<file path="config.mk">
export PLATFORM = sky130hd
export DESIGN_NAME = uart_tx_arbiter
export DESIGN_NICKNAME = d
export VERILOG_FILES = /design/src/rtl/uart_pkg.sv /design/src/rtl/uart_rr_picker.sv /design/src/rtl/uart_tx_arbiter.sv
export SDC_FILE = /design/constraint.sdc
export NUM_CORES = 1
export LEC_CHECK = 0
export CORE_ASPECT_RATIO = 1.2
export CORE_UTILIZATION = 39
export DETAILED_ROUTE_END_ITERATION = 6
export PLACE_DENSITY = 0.79
export SYNTH_ARGS = -nofsm -noshare
export SYNTH_HDL_FRONTEND = slang
export SYNTH_SLANG_ARGS = --single-unit
export TNS_END_PERCENT = 10
</file>
<file path="constraint.sdc">
create_clock -name clk -period 1.7 [get_ports clk]
set_input_delay 0.255 -clock clk [delete_from_list [all_inputs] [get_ports clk]]
set_output_delay 0.255 -clock clk [all_outputs]
set_load 0.01 [all_outputs]
</file>
<file path="src/rtl/uart_pkg.sv">
// Shared state encoding, default sizing and index-width helper for the UART transmit arbiter.
package uart_pkg;

  typedef enum logic [1:0] {
    ARB_IDLE      = 2'd0,
    ARB_LAUNCH    = 2'd1,
    ARB_WAIT_BUSY = 2'd2,
    ARB_WAIT_DONE = 2'd3
  } arb_state_t;

  localparam int UART_ARB_NUM_REQ      = 4;
  localparam int UART_ARB_DATA_SIZE    = 8;
  localparam int UART_ARB_TIMEOUT_CLKS = 16;

  function automatic int uart_idx_w(input int n);
    return (n > 1) ? $clog2(n) : 1;
  endfunction

endpackage

</file>
<file path="src/rtl/uart_rr_picker.sv">
// Combinational round-robin picker: nearest active request above last_grant, wrapping at NUM_REQ.
// Zero latency; pure function of its inputs, no backpressure.
module uart_rr_picker
  import uart_pkg::*;
#(
  parameter int NUM_REQ = UART_ARB_NUM_REQ,
  localparam int IW     = uart_idx_w(NUM_REQ)
) (
  input  logic [NUM_REQ-1:0] req_i,
  input  logic [IW-1:0]      last_grant_i,
  output logic               any_o,
  output logic [IW-1:0]      winner_o
);

  localparam logic [IW:0] N_W = (IW+1)'(NUM_REQ);

  logic [IW:0] cand;

  always_comb begin
    any_o    = 1'b0;
    winner_o = '0;
    cand     = '0;
    // Farthest candidate first, so the nearest active one above last_grant overwrites it.
    for (int k = NUM_REQ; k >= 1; k--) begin
      cand = {1'b0, last_grant_i} + (IW+1)'(k);
      if (cand >= N_W) begin
        cand = cand - N_W;
      end
      if (req_i[cand[IW-1:0]]) begin
        any_o    = 1'b1;
        winner_o = cand[IW-1:0];
      end
    end
  end

endmodule

</file>
<file path="src/rtl/uart_tx_arbiter.sv">
// Round-robin arbiter sharing one UART transmitter; grant/launch registered one cycle after request.
// Holds each grant until tx_busy rises and falls; UART_ARB_TIMEOUT_EN adds a WAIT_BUSY watchdog.
module uart_tx_arbiter
  import uart_pkg::*;
#(
  parameter int NUM_REQ      = UART_ARB_NUM_REQ,
  parameter int DATA_SIZE    = UART_ARB_DATA_SIZE,
  parameter int TIMEOUT_CLKS = UART_ARB_TIMEOUT_CLKS,
  localparam int IW          = uart_idx_w(NUM_REQ)
) (
  input  logic                           clk,
  input  logic                           rst,
  input  logic [NUM_REQ-1:0]             req_valid,
  input  logic [NUM_REQ*DATA_SIZE-1:0]   req_data,
  output logic [NUM_REQ-1:0]             req_ready,
  output logic                           tx_start,
  output logic [DATA_SIZE-1:0]           tx_data,
  input  logic                           tx_busy,
  output logic [IW-1:0]                  grant_id,
  output logic                           arb_busy,
  output logic                           tx_timeout
);

  arb_state_t           state_q;
  logic [IW-1:0]        last_grant_q;
  logic [NUM_REQ-1:0]   req_ready_q;
  logic                 tx_start_q;
  logic [DATA_SIZE-1:0] tx_data_q;
  logic [IW-1:0]        grant_q;
  logic                 arb_busy_q;

  logic                 pick_any;
  logic [IW-1:0]        pick_winner;
  logic [NUM_REQ-1:0]   req_ready_d;
  logic [DATA_SIZE-1:0] tx_data_d;

  uart_rr_picker #(
    .NUM_REQ (NUM_REQ)
  ) u_picker (
    .req_i        (req_valid),
    .last_grant_i (last_grant_q),
    .any_o        (pick_any),
    .winner_o     (pick_winner)
  );

  assign req_ready_d = {{(NUM_REQ-1){1'b0}}, 1'b1} << pick_winner;
  assign tx_data_d   = req_data[pick_winner*DATA_SIZE +: DATA_SIZE];

`ifdef UART_ARB_TIMEOUT_EN
  localparam int WW = uart_idx_w(TIMEOUT_CLKS);

  logic [WW-1:0] wdog_q;
  logic          tx_timeout_q;

  assign tx_timeout = tx_timeout_q;
`else
  // Watchdog compiled out: this comparison is constant false for any legal TIMEOUT_CLKS.
  assign tx_timeout = (TIMEOUT_CLKS < 0);
`endif

  always_ff @(posedge clk) begin
    if (!rst) begin
      state_q      <= ARB_IDLE;
      last_grant_q <= IW'(NUM_REQ-1);
      req_ready_q  <= '0;
      tx_start_q   <= 1'b0;
      tx_data_q    <= '0;
      grant_q      <= '0;
      arb_busy_q   <= 1'b0;
`ifdef UART_ARB_TIMEOUT_EN
      wdog_q       <= '0;
      tx_timeout_q <= 1'b0;
`endif
    end else begin
      req_ready_q <= '0;
      tx_start_q  <= 1'b0;
`ifdef UART_ARB_TIMEOUT_EN
      tx_timeout_q <= 1'b0;
`endif
      case (state_q)
        ARB_IDLE: begin
          if (pick_any) begin
            state_q      <= ARB_LAUNCH;
            last_grant_q <= pick_winner;
            grant_q      <= pick_winner;
            tx_data_q    <= tx_data_d;
            req_ready_q  <= req_ready_d;
            tx_start_q   <= 1'b1;
            arb_busy_q   <= 1'b1;
          end
        end
        ARB_LAUNCH: begin
          state_q <= ARB_WAIT_BUSY;
`ifdef UART_ARB_TIMEOUT_EN
          wdog_q  <= '0;
`endif
        end
        ARB_WAIT_BUSY: begin
          if (tx_busy) begin
            state_q <= ARB_WAIT_DONE;
          end
`ifdef UART_ARB_TIMEOUT_EN
          else if (wdog_q == WW'(TIMEOUT_CLKS-1)) begin
            state_q      <= ARB_IDLE;
            arb_busy_q   <= 1'b0;
            tx_timeout_q <= 1'b1;
          end else begin
            wdog_q <= wdog_q + 1'b1;
          end
`endif
        end
        ARB_WAIT_DONE: begin
          if (!tx_busy) begin
            state_q    <= ARB_IDLE;
            arb_busy_q <= 1'b0;
          end
        end
        default: begin
          state_q    <= ARB_IDLE;
          arb_busy_q <= 1'b0;
        end
      endcase
    end
  end

  assign req_ready = req_ready_q;
  assign tx_start  = tx_start_q;
  assign tx_data   = tx_data_q;
  assign grant_id  = grant_q;
  assign arb_busy  = arb_busy_q;

endmodule

</file>
==> results.txt <==
placed inst area: 1680 um2
Hold-fix buffers, CTS: 0
FF+latch count, synth: 20
CTS H-tree depth: 1
switching share of power: 0.347
CP max stage cell: clkdlybuf4s50_1
Post-Syn Instances: 107
drt drc: 0
largest net degree at the start of global routing: 21
Setup CP Type: in2reg
setup violators final: 2
worst clock skew: 0.00996 ns
top cells by area, synth: dfxtp_1 37%, mux2i_1 16%, o221ai_2 11%, ha_1 4.7%, nand2_1 3.8%
Clock Root Buffer: clkbuf_4
Starting Density: 0.417
Worst-Skew Late Latency: 0.31 ns
Slew Limit Fails: 0
Post-Route WL: 3410 um
routability-driven placement congestion ratio: 0.678
Final Hold Fails: 0
internal power: 1.91 mW
Max Fclk: 573 MHz
outcome: finished, violations left
fraction of layout cells with a size suffix above 1: 0.263
Row Count: 20
CP max FO: 5
Iteration-0 DRC Markers: 21
Ports: 56
maxcap violations: 0
final instance area: 1990 um2
crit path buf inv count: 3
vias in the first global route: 951
antenna violations before repair: 0
critical path cell sequence: clkdlybuf4s50_1 > nand2b_1 > a21oi_1 > nor3_2 > buf_4 > clkbuf_16 > mux2i_4 > o221ai_2
Mean Syn Cell Area: 10.1 um2
mapped cell area: 1080 um2
Total GRT Usage: 0.178
Worst Hold Class: reg2reg
setup ws final: -0.0460 ns
Post-Route Setup TNS: -0.0617 ns
violated checks: setup timing
sequential cell area: 400 um2
Crit path max-delay family: buffers and inverters
Synth-to-Final Area Change: 84.5%
logic gate share of total power: 0.599
fin nets: 215
Die Wd: 50.0 um
clock tree buffer depth: 2
Multi-input gate area: 788 um2
Via density: 5.17
Buffers on Ports: 54
PwrDens: 1470 nW/um2
Reg clk slew, reported paths: 0.11 ns
dominant cell type by area after synthesis: dfxtp_1
Period Utilization, post-route: 1.03
Yosys warning count: 0
via count: 1,055
arrival time at the worst endpoint: 1.94 ns
Crit. End Element: register
DRT Pass-1 Iters: 4
Die Area: 2970 um2
ANT cells: 0
CP Launch Type: input port
Synth Net Count: 150
Sequential Power Share: 0.267
Routed Antenna Nets: 0
static leakage: 0.760 nW
peak per-stage delay on the critical path: 0.53 ns
die height: 59.5 um
CTS buffer count: 3
fillers: 161
Core Region: 2580 um2
Switching Power: 1.02 mW
Tmin final: 1.75 ns
Yosys top cell area share: 0.372
detailed placer's ending HPWL: 2020 um
Yosys cell types: 29
Remaining Overflow, GRT: 0
clk sinks: 20
peak supply drop: 1.10 mV
DR WL/cell: 16.7 um
pre-CTS setup slack: -0.326 ns
CP required: 1.89 ns
first-pass GRT wire length: 4000 um
clock group share of total power: 0.134
post-synthesis sequential area ratio: 0.372
CTS tree: yes
-- per-stage QoR --
step / hold slack, ns / cells / total power [mW] / utilization
after global placement: 0.445 / 195 / 2.05 / 0.651
final: 0.454 / 204 / 2.93 / 0.770
after CTS: 0.460 / 199 / 2.47 / 0.672
after detailed placement: 0.443 / 195 / 2.08 / 0.651
after global routing: 0.513 / 204 / 3.07 / 0.770
after floorplan: 0.381 / 107 / 1.51 / -
-- worst paths after layout --
kind / startpoint / to / slack [ns] / cells after the start
worst max-delay path: req_valid[2] / tx_data[0]$_SDFFE_PN0P_ / -0.05 / 8
worst min-delay path: grant_id[1]$_SDFFE_PN0P_ / grant_id[1]$_SDFFE_PN0P_ / 0.45 / 2
worst max register to register: last_grant_q[0]$_SDFFE_PN1P_ / tx_data[0]$_SDFFE_PN0P_ / 0.04 / 7
worst min register to register: grant_id[1]$_SDFFE_PN0P_ / grant_id[1]$_SDFFE_PN0P_ / 0.45 / 2
-- worst min-delay path, stage by stage, from the launching register on --
cell and delay (ns):
dfxtp_1 0.33, nand2_1 0.05, nand2_1 0.04
-- cell families after synthesis --
| family | synth area share |
|---|---|
| simple gates | 0.151 |
| compound gates | 0.199 |
| flops | 0.372 |
| mux | 0.158 |
| buf+inv | 0.0698 |
| fa+ha+maj | 0.0465 |
| other cells | 0.00349 |
-- state kept, by name, indices dropped and copies added (netlist names) --
signal        count
tx_start          1
arb_busy          1
tx_data           8
last_grant_q      2
state_q           2
grant_id          2
req_ready         4
-- power by group through the flow --
stage / registers (mW) / clock network (mW) / logic [mW]
3_3_place_gp: 0.784 / 0 / 1.27
3_5_place_dp: 0.786 / 0 / 1.30
6_report: 0.782 / 0.391 / 1.76
5_1_grt: 0.802 / 0.416 / 1.85
4_1_cts: 0.774 / 0.394 / 1.30
2_1_floorplan: 0.844 / 0 / 0.665
-- placed cells by master (no fill, tap or decap), drive strengths merged, types with 2 or more instances in the layout --
master / n
a21boi: 2
clkdlybuf4s50: 53
nand2: 12
clkbuf: 5
a21oi: 4
inv: 7
buf: 9
nor3: 2
ha: 4
nor2: 7
dfxtp: 20
nor2b: 2
mux2i: 17
o221ai: 9
nand2b: 6
o211ai: 2
-- Yosys cell counts (all sizes together) --
library cell	count
and3	1
or4	1
dfxtp	20
a21boi	2
o31ai	1
nor2	7
nand2b	5
a21oi	4
buf	6
o211ai	2
inv	7
o22ai	1
conb	1
ha	4
a22oi	1
mux2i	17
nor2b	2
nor3	2
nand2	12
o221ai	9
o21ai	1
a22o	1
-- metal layers --
| metal | vias up | track usage | wire, um |
|---|---|---|---|
| met5 | - | 0 | 0 |
| met4 | 0 | 0.0694 | 62 |
| met3 | 7 | 0.0436 | 235 |
| met2 | 50 | 0.326 | 1820 |
| met1 | 490 | 0.197 | 1280 |
| li1 | 508 | - | - |
-- cell type report --
| type | instances | area share |
|---|---|---|
| multi-input cells | 75 | 0.397 |
| inverters | 7 | 0.0132 |
| clock inverters | 1 | 0.0151 |
| clock buffers | 3 | 0.0113 |
| well taps | 33 | 0.0208 |
| flip-flops and latches | 20 | 0.202 |
| repair buffers | 65 | 0.341 |
-- what timing repair did --
item / in CTS / in global routing
setup endpoints to repair: 0 / 11
resized for setup: 0 / 30
buffers inserted: 0 / 1
Power figures use the tool's default switching activity.
==> edit 1: new RTL, same settings <==
Re-encode `arb_state_t` (4 states) as Gray code, 2 bits wide.
--- a/src/rtl/uart_pkg.sv
+++ b/src/rtl/uart_pkg.sv
@@ -2,10 +2,10 @@
 package uart_pkg;
 
   typedef enum logic [1:0] {
-    ARB_IDLE      = 2'd0,
-    ARB_LAUNCH    = 2'd1,
-    ARB_WAIT_BUSY = 2'd2,
-    ARB_WAIT_DONE = 2'd3
+    ARB_IDLE      = 2'b00,
+    ARB_LAUNCH    = 2'b01,
+    ARB_WAIT_BUSY = 2'b11,
+    ARB_WAIT_DONE = 2'b10
   } arb_state_t;
 
   localparam int UART_ARB_NUM_REQ      = 4;
Function: same outputs for any inputs over 10 cycles, from zero or initial values and one cycle with rst low; not proved beyond that.
==> edit 1 against the unedited design <==
- wire length is 19% lower
- setup slack better by 0.12 ns
- via count is 3.3% higher
- cell area is 6.2% lower
- area after synthesis is 0.81% lower
- sequential cell count stayed put
- largest cell class is now non-clock buffers
Power is not compared: it rests on default switching activity, and its combinational part moved more than twofold at a synthesized area within 25%.
==> edit 1: results (changes against the unedited design) <==
Skew-Pair Late Insertion Delay: 0.30 ns
Syn_nets: 151 (+0.67%)
Hold Path Class: reg -> reg
Vias per cell: 5.12 (-1.0%)
Iter 0 DRT Violations: 21 (unchanged)
GP Congestion: 0.721 (+6.4%)
CTS buffer count: 3 (unchanged)
Initial antenna violation count: 0 (unchanged)
Layout net count: 220 (+2.3%)
WL/cell: 13.0 µm (-22%)
Clock Tree Root: clkbuf_4
Crit path DAT: 1.87 ns (-0.07 ns)
Post-synth top cells: dfxtp_1 (20), mux2i_1 (16), nand3_1 (9)
DP Wirelength: 2040 µm (+1.1%)
Status: complete, no violations
Largest net degree at the start of global routing: 16 (-24%)
Synth warn: 0 (unchanged)
Top cells by area, synth: dfxtp_1 (38%), mux2i_1 (15%), mux2_4 (7.0%)
Non-filler cells, final: 213 (+4.4%)
Max FO, Critical Path: 13 (+8)
Final Skew: 0.00182 ns (-0.00814 ns)
Ratio of cells with drive above 1 in the final layout: 23.3% (-3.0 points)
First-pass GRT wire length: 4520 µm (+13%)
Largest family of logic cells by synthesized area: multiplexers
Setup slack at placement: -0.330 ns (-0.00368 ns)
GRT Overall Usage: 20.5% (+2.7 points)
Synth Area in Compound Gates: 13.7% (-6.2 points)
Pre-antenna DRT Iters: 4 (unchanged)
Register area share after synthesis: 37.5% (+0.31 points)
Post-synth ARST share: 0% (unchanged)
Syn_area_per_cell: 9.53 µm² (-5.2%)
N_diodes: 0 (unchanged)
Port-buffer cells: 54 (unchanged)
Leakage Power: 0.785 nW
Max FFs per register: 8 (unchanged)
XOR/XNOR Fraction of Synth Area: 0% (unchanged)
Vias in the first global route: 1,119 (+18%)
Post-Synth Adder-Cell Area: 0% (-4.7 points)
Post-synthesis mux area share: 25.2% (+9.4 points)
H-Tree Depth: 1 (unchanged)
Worst-path clk slew: 0.11 ns (about the same)
Clock Tree Buf Depth: 2 (unchanged)
VDD IR max: 0.000482 V
Netlist cell types: 31 (+6.9%)
-- edit 1: changes by cell type after synthesis, sizes merged, moves of 4 or more --
cell,change
o21ai,+12
mux2,+8
nand3,+9
ha,-4
nand2,-8
o221ai,-9
-- edit 1: power breakdown --
part	leakage, nW	internal, mW	switching, mW
Sequential	0.165	0.517	0.0301
Combinational	0.599	0.376	0.220
Clock	0.0210	0.131	0.142
Total	0.785	1.02	0.393
-- edit 1: timing repair --
item                                    CTS  global route
gates resized for setup                   2             9
cloned                                    1             1
pin swaps                                 1             2
endpoints found under the setup margin    3             9
buffers inserted                          1             1
-- edit 1: path summary, 6_finish.rpt --
kind | start | end | slack, ns | cells after the start
worst max-delay path | last_grant_q[0]$_SDFFE_PN1P_ | tx_data[1]$_SDFFE_PN0P_ | 0.07 | 6
worst min-delay path | tx_data[2]$_SDFFE_PN0P_ | tx_data[2]$_SDFFE_PN0P_ | 0.47 | 2
worst max register to register | last_grant_q[0]$_SDFFE_PN1P_ | tx_data[1]$_SDFFE_PN0P_ | 0.07 | 6
worst min register to register | tx_data[2]$_SDFFE_PN0P_ | tx_data[2]$_SDFFE_PN0P_ | 0.47 | 2
-- edit 1: through the flow --
| stage | area (µm²) | utilization (%) |
|---|---|---|
| after floorplan | 1070 | - |
| after CTS | 1800 | 70.6 |
| after global routing | 1860 | 72.9 |
| final | 1860 | 72.9 |
| after global placement | 1730 | 67.7 |
| after detailed placement | 1730 | 67.7 |
-- edit 1: per-layer routing --
| metal | vias up | track usage (%) | share of wire, % |
|---|---|---|---|
| li1 | 528 | - | - |
| met1 | 499 | 21.3 | 39 |
| met2 | 54 | 37.6 | 52 |
| met3 | 9 | 4.87 | 7.2 |
| met4 | 0 | 11.8 | 2.5 |
| met5 | - | 0 | 0 |
-- edit 1: cell type report --
class	instances	area (µm²)
Clock buffer	4	36.3
Fill cell	191	691
Inverter	4	15.0
Multi-Input combinational cell	81	631
Sequential cell	20	400
Tap cell	33	41.3
Timing Repair Buffer	71	738
-- edit 1: worst max-delay path: stages, from the launching register on --
cell and delay, ns:
dfxtp_1 0.41, nand2b_4 0.17, o21ai_1 0.08, a211o_1 0.33, buf_12 0.16, mux2_4 0.29
o21ai_1 0.13
-- edit 1: cells by family (layout without fill, tap and decap cells) --
family                 after synthesis  count (layout)
flip-flops                          20              20
AO/OA/AOI/OAI                       21              21
buffers and inverters               11              79
other                                1               1
multiplexers                        24              24
AND/OR/NAND/NOR                     35              35
==> edit 2: new RTL, config.mk and constraints unchanged <==
Without the edit above. The package constant `UART_ARB_DATA_SIZE` goes from 8 to 4.
--- a/src/rtl/uart_pkg.sv
+++ b/src/rtl/uart_pkg.sv
@@ -9,7 +9,7 @@
   } arb_state_t;
 
   localparam int UART_ARB_NUM_REQ      = 4;
-  localparam int UART_ARB_DATA_SIZE    = 8;
+  localparam int UART_ARB_DATA_SIZE    = 4;
   localparam int UART_ARB_TIMEOUT_CLKS = 16;
 
   function automatic int uart_idx_w(input int n);
Interface: changed (resized req_data and tx_data); port bits go from 56 to 36. No check against the original RTL was run, so the function may have changed too.
==> edit 2 against the unedited design <==
- the run ends with design-rule violations left
- sequential cell count shrank 4
- setup slack gained 0.16 ns
- utilization shrank 5.7 points
- power shrank 36%
- via count shrank 24%
- count of clock-buffer cells in the layout grew 1
- wire length shrank 41%
- sequential share of layout area grew 3.6 points
- first-iteration DRC count grew 9.5%
- cell area shrank 32%
- clock power shrank 35%
- area after synthesis shrank 25%
- cell count shrank 23%
- highest routed layer unchanged
- clock skew shrank 0.0051 ns
==> edit 2: results (changes against the unedited design) <==
Skew-Pair Late Insertion Delay: 0.28 ns (-0.03 ns)
Failing checks: design-rule violations
Hold path startpoint: tx_data[3]$_SDFFE_PN0P_
FILL cells: 141 (-12%)
Switching share of power: 34.2% (-0.53 points)
Port-buffer cells: 34 (-37%)
Worst reg2reg path startpoint: last_grant_q[1]$_SDFFE_PN1P_
Vias in the first global route: 754 (-21%)
Synth Area in Compound Gates: 18.8% (-1.1 points)
Ratio of cells with drive above 1 in the final layout: 15.8% (-10 points)
Layout net count: 167 (-22%)
Register area share after synthesis: 39.7% (+2.5 points)
Crit path DAT: 1.78 ns (-0.16 ns)
Post-synthesis mux area share: 13.6% (-2.2 points)
R2r setup slk: 0.11 ns (+0.07 ns)
DP Wirelength: 1500 µm (-26%)
Total wire length: 2010 µm (-41%)
Post-Synth Adder-Cell Area: 6.20% (+1.6 points)
Setup slack at placement: -0.294 ns (+0.0317 ns)
Iter 0 DRT Violations: 23 (+9.5%)
GP Congestion: 0.753 (+11%)
Post-synth top cells: dfxtp_1 (16), mux2i_1 (11), nor2_1 (9)
Syn_area_per_cell: 8.97 µm² (-11%)
Syn_nets: 117 (-22%)
Hold EP: tx_data[3]$_SDFFE_PN0P_
Status: complete, but fails checks
Post-synth ARST share: 0% (unchanged)
CTS buffer count: 3 (unchanged)
Vias per cell: 5.10 (-1.4%)
First-pass GRT wire length: 3170 µm (-21%)
Leakage Power: 0.610 nW (-20%)
Netlist cell types: 25 (-14%)
Top cells by area, synth: dfxtp_1 (40%), mux2i_1 (14%), ha_1 (6.2%)
Pre-antenna DRT Iters: 7 (+3)
Final Skew: 0.00487 ns (-0.00509 ns)
GRT Overall Usage: 19.1% (+1.3 points)
VDD IR max: 0.00111 V (+0.63%)
Non-filler cells, final: 158 (-23%)
DRC: 12 (+12)
==> edit 2: changes by cell type after synthesis, moves of 3 or more <==
cell	change
o221ai_2	-7
dfxtp_1	-4
o22ai_1	+3
mux2i_1	-6
buf_2	-3
a31o_1	+3
nand2_1	-4
==> edit 2: timing repair <==
item / 4_1_cts / 5_1_grt
gates resized for setup: 0 / 8
setup endpoints to repair: 0 / 4
setup buffers: 0 / 1
hold buffers: 0 / 0
==> edit 2: per-stage QoR <==
step,hold slack (ns),util [%]
floorplan,0.397,-
global placement,0.455,66.1
detailed placement,0.469,66.1
CTS,0.477,68.0
global route,0.497,71.4
finish,0.476,71.4
==> edit 2: worst max path at each step <==
stage / startpoint / endpoint / slack (ns) / depth (start not counted)
finish: last_grant_q[1]$_SDFFE_PN1P_ / tx_data[0]$_SDFFE_PN0P_ / 0.11 / 7
global route: last_grant_q[1]$_SDFFE_PN1P_ / tx_data[2]$_SDFFE_PN0P_ / 0.02 / 7
CTS: req_valid[3] / tx_data[2]$_SDFFE_PN0P_ / 0.008 / 8
detailed placement: req_valid[3] / tx_data[2]$_SDFFE_PN0P_ / -0.29 / 8
global placement: req_valid[3] / tx_data[1]$_SDFFE_PN0P_ / -0.23 / 8
floorplan: last_grant_q[1]$_SDFFE_PN1P_ / tx_data[0]$_SDFFE_PN0P_ / 0.12 / 7
==> edit 2: final cells by class <==
type / instances / area share, %
repair buffers: 48 / 35.7
flip-flops and latches: 16 / 23.8
multi-input cells: 65 / 34.4
well taps: 19 / 1.76
clock buffers: 4 / 2.69
inverters: 6 / 1.67
==> edit 2: power by group through the flow <==
stage	clock (mW)	combinational (mW)	sequential (mW)
2_1_floorplan	0	0.441	0.662
3_3_place_gp	0	0.920	0.612
3_5_place_dp	0	0.944	0.616
4_1_cts	0.258	0.946	0.609
5_1_grt	0.281	1.08	0.634
6_report	0.253	1.00	0.615
==> edit 2: critical path: stages (launching register included) <==
cell and delay [ns]:
dfxtp_2 0.37, nand2b_1 0.14, a21oi_2 0.08, o221ai_4 0.28, buf_12 0.16, mux2i_1 0.19, o22ai_1 0.10, a31o_1 0.19
==> edit 2: per-layer routing <==
layer  GRT usage, %  routed length [µm]
met2           28.5                 949
met1           23.5                 886
met5              0                   0
met4           10.4                  14
met3           7.29                 160
==> edit 2: cells by family after synthesis <==
logic type,Yosys count
adder cells (fa/ha/maj),4
other,1
AND/OR/NAND/NOR,27
flip-flops,16
multiplexers,11
buffers and inverters,9
AO/OA/AOI/OAI,22
